### src/rtl/fifo2axis.sv
// fifo2axis: buffers producer words into a packet and streams it out as an AXI4-Stream master
module fifo2axis #(
  parameter int DATA_WIDTH = 32,
  parameter int PKT_LEN    = 4
) (
  input  logic                  clk,
  input  logic                  rst_n,
  input  logic [DATA_WIDTH-1:0] din,
  input  logic                  din_valid,
  output logic                  din_ready,
  input  logic                  flush,
  output logic [DATA_WIDTH-1:0] m_axis_tdata,
  output logic                  m_axis_tvalid,
  input  logic                  m_axis_tready,
  output logic                  m_axis_tlast,
  output logic                  busy,
  output logic                  pkt_sent
);
  localparam int IW = $clog2(PKT_LEN + 1);
  localparam int AW = (PKT_LEN < 2) ? 1 : $clog2(PKT_LEN);
  localparam logic [IW-1:0] LEN = IW'(PKT_LEN);
  typedef enum logic [1:0] {IDLE, FILL, STREAM} state_t;
  state_t r_state, w_state_nxt;
  logic [IW-1:0] r_wr_cnt, r_rd_idx, r_pkt_len, w_len, w_rd_nxt;
  logic [DATA_WIDTH-1:0] r_buf [0:(1<<AW)-1];
  logic [DATA_WIDTH-1:0] r_tdata;
  logic r_tvalid, r_tlast, r_pkt_sent;
  logic w_accept, w_eop, w_beat;
  assign din_ready     = (r_state == FILL);
  assign busy          = (r_state == STREAM);
  assign m_axis_tdata  = r_tdata;
  assign m_axis_tvalid = r_tvalid;
  assign m_axis_tlast  = r_tlast;
  assign pkt_sent      = r_pkt_sent;
  assign w_accept      = din_valid && din_ready;
  assign w_len         = r_wr_cnt + IW'(w_accept);
  // w_len is the word count including this cycle's accept, so a nonzero value means flush has data to send
  assign w_eop         = din_ready && ((w_accept && w_len == LEN) || (flush && w_len != '0));
  assign w_beat        = r_tvalid && m_axis_tready;
  assign w_rd_nxt      = r_rd_idx + IW'(1);
  always_comb begin
    w_state_nxt = r_state;
    if (r_state == IDLE) w_state_nxt = FILL;
    else if (w_eop) w_state_nxt = STREAM;
    else if (w_beat && r_tlast) w_state_nxt = FILL;
  end
  always_ff @(posedge clk or negedge rst_n)
    if (!rst_n) r_state <= IDLE;
    else r_state <= w_state_nxt;
  always_ff @(posedge clk)
    if (w_accept) r_buf[r_wr_cnt[AW-1:0]] <= din;
  always_ff @(posedge clk or negedge rst_n)
    if (!rst_n) begin
      r_wr_cnt   <= '0;
      r_rd_idx   <= '0;
      r_pkt_len  <= '0;
      r_tdata    <= '0;
      r_tvalid   <= 1'b0;
      r_tlast    <= 1'b0;
      r_pkt_sent <= 1'b0;
    end else begin
      r_pkt_sent <= w_beat && r_tlast;
      r_wr_cnt   <= w_eop ? '0 : w_len;
      if (w_eop) begin
        r_pkt_len <= w_len;
        r_rd_idx  <= '0;
        r_tdata   <= (r_wr_cnt == '0 && w_accept) ? din : r_buf[0];
        r_tvalid  <= 1'b1;
        r_tlast   <= (w_len == IW'(1));
      end else if (w_beat && r_tlast) begin
        r_tvalid <= 1'b0;
        r_tlast  <= 1'b0;
        r_tdata  <= '0;
      end else if (w_beat) begin
        r_rd_idx <= w_rd_nxt;
        r_tdata  <= r_buf[w_rd_nxt[AW-1:0]];
        r_tlast  <= (w_rd_nxt + IW'(1) == r_pkt_len);
      end
    end
endmodule

### config.mk
export PLATFORM = sky130hd
export DESIGN_NAME = fifo2axis
export DESIGN_NICKNAME = d
export VERILOG_FILES = /design/src/rtl/fifo2axis.sv
export SDC_FILE = /design/constraint.sdc
export NUM_CORES = 1
export LEC_CHECK = 0
export ABC_CLOCK_PERIOD_IN_PS = 10100
export BUFFER_PORTS_ARGS = -buffer_cell sky130_fd_sc_hd__buf_2
export CAP_MARGIN = 25
export CORE_MARGIN = 2
export CORE_UTILIZATION = 61
export CTS_BUF_LIST = sky130_fd_sc_hd__clkbuf_2 sky130_fd_sc_hd__clkbuf_4 sky130_fd_sc_hd__clkbuf_8
export DETAILED_ROUTE_END_ITERATION = 12
export MAX_ROUTING_LAYER = met4
export PLACE_DENSITY = 0.82
export REMOVE_ABC_BUFFERS = 1
export SLEW_MARGIN = 40
export SYNTH_ARGS = -nofsm -noshare
export SYNTH_HDL_FRONTEND = slang
export SYNTH_SLANG_ARGS = --single-unit
### constraint.sdc
create_clock -name clk -period 10.1 [get_ports clk]
set_clock_uncertainty 0.2 [all_clocks]
set_input_delay 0.505 -clock clk [delete_from_list [all_inputs] [get_ports clk]]
set_output_delay 0.505 -clock clk [all_outputs]
set_load 0.05 [all_outputs]
# Yosys cells after proc, flatten, opt, wreduce, memory -nomap -nowiden
# Memories as Yosys holds them, arrays and structs flattened.
# Index checks and enable logic that the tools add are counted.
[op_classes] add_sub_neg=3 n_eq_ne=6 n_mux=18 reduce_logical=16
[op_table] cell="$mux 32" n=4
[op_table] cell="$mux 3" n=4
[op_table] cell="$reduce_bool 3->1" n=3
[op_table] cell="$logic_and 1x1->1" n=7
[op_table] cell="$mux 1" n=7
[op_table] cell="$add 3x1->3 const B" n=2
[op_table] cell="$mux 2" n=3
[op_table] cell="$reduce_bool 2->1" n=2
[op_table] cell="$add 3x1->3" n=1
[op_table] cell="$eq 3x1->1 const B" n=1
[op_table] cell="$eq 3x3->1" n=1
[op_table] cell="$eq 3x3->1 const B" n=1
[op_table] cell="$logic_not 3->1" n=1
[op_table] cell="$eq 2x1->1 const B" n=1
[op_table] cell="$eq 2x2->1 const B" n=1
[op_table] cell="$logic_not 2->1" n=1
[op_table] cell="$ne 2x2->1 const B" n=1
[op_table] cell="$reduce_and 2->1" n=1
[op_table] cell="$logic_or 1x1->1" n=1
[totals] reg_bits=46 ram_bits=128 out_inout_bits=37 elab_cells=52 mem_count=1
[mem_list] name="r_buf" words=4 width=32 rd=2 rd_clocked_by_memory_dff=0 write_ports=1 line_no="25" source="logic [DATA_WIDTH-1:0] r_buf [0:(1<<AW)-1];"

# Logic depth before layout (Yosys ltp)
[depth] depth_word=9 ltp_mapped=11

# Least setup slack after synthesis
# Ideal clock, no wire load.
[synth_path] path_type="reg-to-reg" start="register r_state[1]" end="memory r_buf[0][0] (enable)" t_arrival_ns=3.362 required_time_ns=9.432 path_slack_ns=6.070 path_stages_with_launch=5 n_path_buf=1 period_less_slack_ns=4.030 cell_sequence="dfrtp_1 > nor2b_1 > buf_4 > and2_0 > nor3b_1"
[synth_via] elab_chain_cells=4
[synth_rtl] item="start, declared" line_no="23" source="state_t r_state, w_state_nxt;"
[synth_rtl] item="start signal, assigned" line_no="49" source="else r_state <= w_state_nxt;"
[synth_rtl] item="$eq 2x1->1" line_no="29" source="assign din_ready = (r_state == FILL);"
[synth_rtl] item="net din_ready" line_no="10" source="output logic din_ready,"
[synth_rtl] item="$logic_and 1x1->1" line_no="35" source="assign w_accept = din_valid && din_ready;"
[synth_rtl] item="$mux 1" line_no="51" source="if (w_accept) r_buf[r_wr_cnt[AW-1:0]] <= din;"
[synth_rtl] item="$mux 1 (implied by the code)" line_no="51"
[synth_rtl] item="end, declared" line_no="25"
# The timed path passes the listed nets, and every way through them passes these cells.

# Final worst setup path
[layout_path] start="register r_state[1]" end="register r_tdata[29], in the netlist m_axis_tdata[29]"
[layout_via] elab_chain_cells=8
[layout_rtl] item="$eq 2x1->1 *" line_no="29"
[layout_rtl] item="$logic_and 1x1->1 *" line_no="35"
[layout_rtl] item="$add 3x1->3 *" line_no="36" source="assign w_len = r_wr_cnt + IW'(w_accept);"
[layout_rtl] item="net w_len[1]" line_no="24" source="logic [IW-1:0] r_wr_cnt, r_rd_idx, r_pkt_len, w_len, w_rd_nxt;"
[layout_rtl] item="$eq 3x3->1 / $reduce_bool 3->1 (equally long branches)" line_no="38" source="assign w_eop = din_ready && ((w_accept && w_len == LEN) || (flush && w_len != '0));"
[layout_rtl] item="$logic_and 1x1->1" line_no="38"
[layout_rtl] item="$logic_or 1x1->1 *" line_no="38"
[layout_rtl] item="$logic_and 1x1->1 *" line_no="38"
[layout_rtl] item="$reduce_bool 3->1 (no line) / $mux 32 (equally long branches)"
[layout_rtl] item="end signal, assigned" line_no="67" source="r_tdata <= (r_wr_cnt == '0 && w_accept) ? din : r_buf[0];"
[layout_rtl] item="end signal, assigned" line_no="76" source="r_tdata <= r_buf[w_rd_nxt[AW-1:0]];"
[layout_rtl] item="end, declared" line_no="26" source="logic [DATA_WIDTH-1:0] r_tdata;"
# The timed path passes the listed nets; every way through them passes the cells marked *.
# A chain may end at the register's enable or synchronous reset.

==> results.md <==
Logic synthesis:
- Ranked by total cell area, the synthesized netlist is headed by edfxtp_1, dfrtp_1, mux4_2, mux2i_1, a22oi_1.
- The warning count from the yosys run is 0.
- The share of the Yosys chip area taken by registers is 0.696.
- The cell area after synthesis is approximately 7200 sq um.
- After technology mapping, the gate count stands at ~390.
- The share of flip-flops with an asynchronous set or reset is 0.264.
- edfxtp_1 takes more of the synthesized area than any other cell.
- The top flip-flop cell by instance count after synthesis is edfxtp_1.
- The number of flip-flops and latches in the synthesized netlist is approximately 170.
- In this run the mean area of a mapped cell was approximately 19 sq um.
- The share of the synthesized area in the top cell type is 0.536.
- The number of library cell types mapped by synthesis is 37.
- The cell with the most instances after synthesis is edfxtp_1.
- The number of flops mapped to enable cells by yosys is about 130.
- After synthesis, the most frequently instantiated cells are edfxtp_1, mux2i_1, dfrtp_1, a22oi_1, mux4_2.

Timing:
- Setup repair after global routing left no endpoint under its margin.
- For the pin with the worst max-slew slack, the measured transition is slightly above 700 ps.
- The relative max-transition margin is 0.518.
- Setup violations remaining at the end of the flow were counted as 0.
- The count of final max-slew check failures was 0.
- Of the available clock period, the critical path in the final layout requires 0.353.
- The worst slack on hold paths is slightly below 90 ps.
- Counting I/O delays and the setup requirement, the final critical path takes 3570 ps.
- The number of failing hold endpoints at the final stage was 0.
- After routing, the total negative slack on setup checks comes to 0 ps.
- The fmax is 280 MHz.

Global route:
- The first-pass GRT wire length is around 22000 microns.
- The largest net degree at the start of global routing is 47.
- The aggregate global routing overflow is 0.
- The number of antenna violations at the first check in global routing is 0.
- The global routing usage summed across all routing layers is 0.244.
- The number of global-route vias before repair is about 4100.

Critical path:
- The critical path goes through nor2b_1 -> and2_0 -> ha_1 -> ha_1 -> nor3_1 -> or2_2 -> buf_4 -> mux2i_1.
- The worst-path cell with the longest stage delay is or2_2.
- For the worst setup path, the data arrival time is around 3700 ps.
- The element type at the critical path end is a flip-flop.
- The highest fanout seen on the critical path is 22.
- The most repeated library cell on the critical path is ha_1.
- In this design, the stage delay of the slowest critical-path cell is 520 ps.
- The dominant delay contributor by cell family on the critical path is simple AND/OR/NAND/NOR gates.
- The buffering stage count on the worst path with inverters included is 1.
- The worst setup path is launched from a flip-flop.
- Data on the critical path is required at its endpoint by slightly above 10000 ps.
- The worst flop-to-flop path startpoint is r_state[1]$_DFFE_PN0P_.
- The worst setup path is of the flip-flop to flip-flop kind.
- The timing startpoint of the critical path is r_state[1]$_DFFE_PN0P_.

CTS:
- The H-tree was split into 4 levels.
- No sink is reached through more buffers than the 2 on the longest clock path.
- The number of clock buffers added by TritonCTS is 17.
- TritonCTS built the clock tree.
- The latest clock arrival within the worst-skew pair is 450 ps.
- The clock root buffer is clkbuf_8.
- The clock slew seen by the registers of the worst setup and hold paths is about 100 ps.
- For this design, the sink count on the clock tree is about 170.

Status:
- The flow ran to the end, and the final reports show no timing, DRC or antenna violations.

Floorplan:
- The effective utilization at floorplan is 0.626.
- The number of rows created at floorplan is 39.
- The floorplan step defined a die boundary enclosing 12600 sq um.
- The I/O pin count is 74.
- The horizontal die dimension is between 100 and 150 microns.
- The die height is 112 microns.
- The area of the placeable core is 11500 sq um.

Pwr:
- The completed layout was analyzed and its total power is about 2.5 mW.
- For this design the static power due to leakage is between 3 and 4 nW.
- The switching share of power is 0.380.
- The power share of the combinational group is 0.409.
- In this run the power spent charging and discharging nets is 0.962 mW.
- The total power density per cell area is about 310 nW/um^2.
- Cell internal power was estimated by the tool at ~1.6 mW.
- The clock share of power is 0.200.
- The fraction of power consumed by sequential logic is 0.391.
- The worst supply voltage drop on vdd is around 0.25 mV.

Layout:
- The finished cells cover 8150 sq um.
- The share of cells above drive strength 1 is 0.332.
- The net count reported at finish is 507.
- The number of filler cells placed in the layout is slightly above 700.
- The area growth from synthesis to layout is 13.7%.
- 0 antenna diodes ended up in the layout.

Drt:
- The detail-routed net length per standard cell is between 20 and 25 microns.
- Wires add up to approximately 14000 microns.
- The pre-antenna-repair detailed-routing pass consisted of 4 iterations.
- The count of nets left with antenna violations once routing finished came out at 0.
- The remaining design rule violation count is 0.
- The via count normalized by instance count is 6.20.
- The initial DRC count is around 280.
- The total via count in the routed design is slightly below 4000.

Min path:
- The startpoint of the lowest-slack hold path is din[30].
- The kind of path behind the tightest hold check is input port to flip-flop.

Place:
- Buffers placed on the I/O ports in this run total between 70 and 80.
- The final estimated routing congestion in global placement is 0.823.
- Summing all placed instances gives a cell area of just under 8000 sq um.
- Detailed placement finished with a half-perimeter wire length of between 8000 and 9000 microns.

Job:
- The reported max-cap violation count is 0.
## layout by cell type, fill, tap and decap left out, types with 3 or more instances in the layout
master,instances
buf_2,73
edfxtp_1,128
nand2_1,11
buf_4,6
dfrtp_1,45
mux2i_1,66
xnor2_1,5
mux4_2,32
and2_1,3
clkinv_4,3
clkinvlp_4,3
clkbuf_8,19
a22oi_1,33
bufinv_16,3
inv_1,3
ha_1,3
nor2_1,5
## worst register-to-register path, cell delays in order (launching register included)
cell and delay, ps:
dfrtp_1 400, nor2b_1 450, and2_0 330, ha_1 210
ha_1 300, nor3_1 330, or2_2 520, buf_4 480
mux2i_1 280
## repair_timing
| item | CTS | global route |
|---|---|---|
| hold buffers | 1 | 0 |
| setup buffers | 0 | 0 |
| resized for setup | 0 | 0 |
| hold endpoints to repair | 46 | 0 |
| endpoints found under the setup margin | 0 | 0 |
## flip-flops by register name, summed over array words and instances, names as in the netlist
signal / count
pkt_sent: 1
m_axis_tdata: 32
r_state: 2
m_axis_tlast: 1
r_rd_idx: 3
r_buf: 128
r_wr_cnt: 3
r_pkt_len: 3
m_axis_tvalid: 1
## cell type report
class	instances	area (sq um)	area share
Inverter	3	11.3	0.00138
Tap cell	143	179	0.0219
Clock inverter	12	161	0.0198
Sequential cell	174	5000	0.613
Clock buffer	20	269	0.0330
Timing Repair Buffer	84	505	0.0620
Multi-Input combinational cell	186	2030	0.249
## power groups by stage
stage | clock network, mW | registers (mW) | logic, mW
2_1_floorplan | 0 | 1.23 | 0.546
3_3_place_gp | 0 | 0.997 | 0.994
3_5_place_dp | 0 | 1.01 | 1.04
4_1_cts | 0.515 | 0.992 | 1.05
5_1_grt | 0.544 | 1.01 | 1.11
6_report | 0.506 | 0.991 | 1.03
## path summary, 6_finish.rpt
kind                                                 to  slack (ps)  depth (start not counted)
min                              r_buf[3][30]$_DFFE_PP_          90                          1
max                        m_axis_tdata[29]$_DFFE_PN0P_        6530                          8
min reg2reg                    r_pkt_len[0]$_DFFE_PN0P_         300                          1
max reg2reg                m_axis_tdata[29]$_DFFE_PN0P_        6530                          8
min in group asynchronous  m_axis_tdata[29]$_DFFE_PN0P_         520                          3
max in group asynchronous       r_rd_idx[0]$_DFFE_PN0P_        8690                          3
## metrics by stage
stage / instances / worst slack, ps / util
finish: 622 / 6530 / 0.711
global route: 622 / 6330 / 0.711
CTS: 622 / 6560 / 0.711
detailed placement: 589 / 6570 / 0.672
global placement: 585 / 6820 / 0.664
floorplan: 363 / 5390 / -
## logic make-up (layout without fill, tap and decap cells)
kind of cell,after synthesis,in the layout,share of synthesized area
AOI/OAI and AO/OA,41,41,0.0427
xor gates and xnor gates,7,7,0.00855
adders and majority gates,4,4,0.00698
buffers and inverters,26,119,0.0263
DFF,174,174,0.696
muxes,98,98,0.193
and+or+nand+nor,36,36,0.0267
## per-layer routing
metal | global-route usage | wire length [microns] | vias to the layer above
met5 | - | 0 | -
met4 | 0.0699 | 125 | 0
met3 | 0.0605 | 825 | 13
met2 | 0.382 | 7290 | 123
met1 | 0.326 | 5850 | 2020
li1 | - | - | 1699
Note: power is estimated with default switching activity, not from simulation.
